==> config.mk <==
export PLATFORM = sky130hd
export DESIGN_NAME = instruction_fetch_bus
export DESIGN_NICKNAME = d
export VERILOG_FILES = /design/src/rtl/instruction_fetch_bus.sv
export SDC_FILE = /design/constraint.sdc
export NUM_CORES = 1
export LEC_CHECK = 0
export CAP_MARGIN = 10
export CORE_MARGIN = 1.5
export CORE_UTILIZATION = 41
export DETAILED_ROUTE_END_ITERATION = 16
export PLACE_DENSITY = 0.89
export SYNTH_ARGS = -nofsm -noshare
export SYNTH_HDL_FRONTEND = slang
export SYNTH_SLANG_ARGS = --single-unit
export TNS_END_PERCENT = 30
==> constraint.sdc <==
create_clock -name clock -period 2.85 [get_ports clock]
set_clock_uncertainty 0.1 [all_clocks]
set_input_delay 0.285 -clock clock [delete_from_list [all_inputs] [get_ports clock]]
set_output_delay 0.285 -clock clock [all_outputs]
set_load 0.01 [all_outputs]
==> src/rtl/instruction_fetch_bus.sv <==
// Bus-side instruction fetch engine: runs one request/acknowledge read per PC,
// holds IF through stall_request, and handles flush, misaligned PCs and bus timeouts.
module instruction_fetch_bus #(
  parameter int TIMEOUT_CYCLES = 255
) (
  input  logic        clock,
  input  logic        reset,
  input  logic [31:0] pc,
  input  logic [5:0]  stall,
  input  logic        flush,
  output logic        stall_request,
  output logic [31:0] instruction,
  output logic        instruction_valid,
  output logic        address_error,
  output logic        bus_timeout,
  output logic        bus_request,
  output logic [31:0] bus_address,
  input  logic        bus_acknowledge,
  input  logic [31:0] bus_read_data
);

  typedef enum logic [1:0] {IDLE, WAIT, DONE, DISCARD} state_t;

  localparam logic [7:0] LAST_COUNT = 8'(TIMEOUT_CYCLES - 1);

  state_t      state_reg, state_next;
  logic [31:0] instruction_reg, instruction_next;
  logic [31:0] bus_address_reg, bus_address_next;
  logic        bus_request_reg, bus_request_next;
  logic        address_error_reg, address_error_next;
  logic        bus_timeout_reg, bus_timeout_next;
  logic [7:0]  count_reg, count_next;

  logic        timeout_hit;
  logic [7:0]  count_inc;
  logic        aligned;
  logic        unused_stall;

  assign timeout_hit  = (count_reg == LAST_COUNT);
  assign count_inc    = (count_reg == 8'hFF) ? count_reg : count_reg + 8'd1;
  assign aligned      = (pc[1:0] == 2'b00);
  assign unused_stall = ^stall[5:1];

  always_ff @(posedge clock or posedge reset) begin
    if (reset) begin
      state_reg <= IDLE;
    end else begin
      state_reg <= state_next;
    end
  end

  always_comb begin
    state_next = state_reg;
    case (state_reg)
      IDLE: begin
        if (!flush) begin
          state_next = aligned ? WAIT : DONE;
        end
      end
      WAIT: begin
        if (bus_acknowledge) begin
          state_next = flush ? IDLE : DONE;
        end else if (timeout_hit) begin
          state_next = flush ? IDLE : DONE;
        end else if (flush) begin
          state_next = DISCARD;
        end
      end
      DONE: begin
        if (flush || !stall[0]) begin
          state_next = IDLE;
        end
      end
      DISCARD: begin
        if (bus_acknowledge || timeout_hit) begin
          state_next = IDLE;
        end
      end
      default: state_next = IDLE;
    endcase
  end

  // Moore decode: IF is frozen everywhere except while a result is presented
  always_comb begin
    stall_request     = (state_reg != DONE);
    instruction_valid = (state_reg == DONE);
  end

  always_comb begin
    instruction_next   = instruction_reg;
    bus_address_next   = bus_address_reg;
    bus_request_next   = bus_request_reg;
    address_error_next = address_error_reg;
    bus_timeout_next   = bus_timeout_reg;
    count_next         = count_reg;
    case (state_reg)
      IDLE: begin
        if (!flush) begin
          if (aligned) begin
            bus_request_next = 1'b1;
            bus_address_next = pc;
            count_next       = 8'd0;
          end else begin
            instruction_next   = 32'd0;
            address_error_next = 1'b1;
          end
        end
      end
      WAIT: begin
        if (bus_acknowledge) begin
          bus_request_next = 1'b0;
          instruction_next = flush ? 32'd0 : bus_read_data;
        end else if (timeout_hit) begin
          bus_request_next = 1'b0;
          instruction_next = 32'd0;
          bus_timeout_next = !flush;
        end else begin
          // flush without ack keeps the request up; the transaction must finish
          count_next = count_inc;
        end
      end
      DONE: begin
        if (flush || !stall[0]) begin
          address_error_next = 1'b0;
          bus_timeout_next   = 1'b0;
        end
      end
      DISCARD: begin
        if (bus_acknowledge || timeout_hit) begin
          bus_request_next = 1'b0;
          instruction_next = 32'd0;
        end else begin
          count_next = count_inc;
        end
      end
      default: ;
    endcase
  end

  always_ff @(posedge clock or posedge reset) begin
    if (reset) begin
      instruction_reg   <= 32'd0;
      bus_address_reg   <= 32'd0;
      bus_request_reg   <= 1'b0;
      address_error_reg <= 1'b0;
      bus_timeout_reg   <= 1'b0;
      count_reg         <= 8'd0;
    end else begin
      instruction_reg   <= instruction_next;
      bus_address_reg   <= bus_address_next;
      bus_request_reg   <= bus_request_next;
      address_error_reg <= address_error_next;
      bus_timeout_reg   <= bus_timeout_next;
      count_reg         <= count_next;
    end
  end

  assign instruction   = instruction_reg;
  assign bus_address   = bus_address_reg;
  assign bus_request   = bus_request_reg;
  assign address_error = address_error_reg;
  assign bus_timeout   = bus_timeout_reg;

endmodule

==> results.md <==
* CTS root buf: clkbuf_8
* Worst setup SP type: flop
* Final setup vio count at 0
* CP Class: flop to flop
* Antenna-violating nets left at 0
* IO Pins at 143
* Sum of negative setup slack at 0 ns
* Final min period at 2.17 ns
* Layout area overhead at 52.5%
* Crit share post-route at 76.3%
* Clock Tree Buf Depth at 2
* Seq/Total Area, Yosys at 61.7%
* #FFs+latches synth at 77
* Clock sink total at slightly below 80
* Mapped Area at approximately 3100 µm²
* CP Buf/Inv Count at 0
* Average cell area after synthesis at 11.0 µm²
* GRT overflow at 0
* Final Util at 65.0%
* Worst endpoint required time at 3.02 ns
* Clock transition at path regs at 0.09 ns
* CP Cell Sequence: nor2_1 > and3_1 > a22o_1
* Slew @ Worst Pin at between 1 and 1.5 ns
* Vias in the first global route at around 2600
* Vias per inst at 4.95
* Worst path slowest cell: and3_1
* Antenna diode instance count at 0
* HPWL after detailed placement at approximately 5500 µm
* PortBufs at 137
* Kind of end point of the critical path: flop
* Initial antenna violation count at 0
* CTS hold repair buffers at 0
* Cells after Synth at 284
* Net count after synthesis at between 300 and 400
* Synth Warn # at 0
* Crit-path leading delay family: simple AND/OR/NAND/NOR gates
* First-pass GRT wire length at 12800 µm
* Largest net degree at the start of global routing at 38
* Synth area leader: dfrtp_1
* Initial DRC count at 109
* CP max stage delay at 0.96 ns
* CTS tree: built
* M1 WL at 3480 µm
* WP data arrival at 2.34 ns
* GPL Wtd Cong at 0.835
* Num CTS Buffers at 9
* Die X at around 90 µm
* PwrDens at 633 nW/µm²
* Die ar. at 8150 µm²
* Row count at 31
* Worst IR Drop VDD at 0.000289 V
* Chip height at 90.3 µm
* Leakage at 0.00221 µW
* Worst-skew pair later-pin latency at 0.33 ns
* Final WL at 7820 µm
* Max-Cap Viols at 0
* Initial Utilization at 42.6%
* RSZ-0062 raised after global routing: false
* Post-cts resize count at 0
* DR top layer: met4
* CTS H-Tree Depth at 3
* Gr usage total at 19.9%
* Nets@finish at 497
* Detailed-router iteration count before antenna repair at 4
* Number of slew-limit violations in the final report at 0
* Setup Buffers After CTS at 0
* # fillers at 576
* Routed WL per cell at 14.9 µm
* Status: finished, final reports clean
* Vias at between 2000 and 3000
* Area contributors post-synth: dfrtp_1 62%, nand2_1 11%, a22o_1 9.0%
* DRC violations left at 0
* Core area at about 7300 µm²
* Worst rel slew slack at 22.7%
* Synth cell types at 37
* Routed wl met3 at around 360 µm
* Yosys top cell area share at 61.7%
* Worst Path Max Fanout at 32
* Routed wl met2 at around 3900 µm
* Layout cells sized above 1 at 7.51%
* Hold Violations, Final at 0
* Hold Crit Class: input port to asynchronous set/reset pin
* Max Fclk at 460 MHz
==> metal layers <==
metal	up-vias	global-route usage (%)
li1	1242	-
met1	1258	25.0
met5	-	0
met2	87	33.6
met3	12	5.47
met4	0	5.56
==> layout make-up <==
| class | count | area, µm² | share of cell area (%) |
|---|---|---|---|
| well taps | 99 | 124 | 2.60 |
| clock inverters | 7 | 81.3 | 1.71 |
| repair buffers | 142 | 1420 | 29.8 |
| clock buffers | 9 | 124 | 2.60 |
| multi-input cells | 187 | 1070 | 22.5 |
| flip-flops and latches | 77 | 1930 | 40.4 |
| inverters | 4 | 15.0 | 0.315 |
==> logic make-up after synthesis <==
group / after synthesis / synth area share [%]
AO/OA/AOI/OAI: 55 / 14.8
XOR/XNOR: 3 / 0.841
adder cells (fa/ha/maj): 2 / 0.801
buffers and inverters: 20 / 4.00
flip-flops: 77 / 61.7
AND/OR/NAND/NOR: 127 / 17.9
==> cells in the mapped netlist (all sizes together) <==
cell	count
a22oi	1
and4b	1
nand3	5
and2b	1
nand2	95
inv	4
a21bo	1
a22o	32
nor3	1
or3	1
a2bb2oi	1
xor2	3
nand2b	2
or4	1
o21ai	7
nor2	7
nor4	1
o211ai	6
and4	1
dfrtp	77
ha	2
a21oi	5
and2	3
a211o	1
or2	1
buf	16
nand4	3
and3	4
o31ai	1
==> through the flow <==
| stage | worst slack (ns) | hold slack [ns] | cell area (µm²) | std cells | power, µW |
|---|---|---|---|---|---|
| after floorplan | 0.498 | 0.290 | 3120 | 284 | 1700 |
| after global placement | 0.528 | 0.359 | 4560 | 509 | 2160 |
| after detailed placement | 0.407 | 0.366 | 4560 | 509 | 2200 |
| after CTS | 0.699 | 0.303 | 4760 | 525 | 3050 |
| after global routing | 0.497 | 0.331 | 4760 | 525 | 3180 |
| final | 0.675 | 0.285 | 4760 | 525 | 3010 |
==> cell usage in the layout, fill, tap and decap left out, drive strengths merged, types with 4 or more instances in the layout <==
| cell type | count |
|---|---|
| clkdlybuf4s50 | 137 |
| nand2 | 95 |
| dfrtp | 77 |
| a22o | 32 |
| clkbuf | 9 |
| nor2 | 7 |
| o21ai | 7 |
| inv | 7 |
| o211ai | 6 |
| nand3 | 5 |
| a21oi | 5 |
| buf | 5 |
| and3 | 4 |
==> power by group <==
part / total, µW / internal [µW] / switching (µW)
sequential: 1370 / 1260 / 110
clock: 847 / 417 / 430
combinational: 795 / 463 / 331
==> worst register-to-register path, delay by kind of cell (launching register included) <==
kind	cells	cell delay (ns)
and+or+nand+nor	2	1.21
DFF	1	0.51
AOI/OAI and AO/OA	1	0.29
==> path summary, 6_finish.rpt <==
path	cells after the start	start	slack [ns]	to
setup / recovery	3	state_reg[1]	0.68	instruction[5]
hold / removal	2	reset	0.29	instruction[17]
setup reg to reg	3	state_reg[1]	0.68	instruction[5]
hold reg to reg	2	bus_address[2]	0.38	bus_address[2]
max in group asynchronous	3	reset	1.72	bus_address[31]
min in group clock	3	pc[11]	0.37	bus_address[11]
Power figures use the tool's default switching activity.
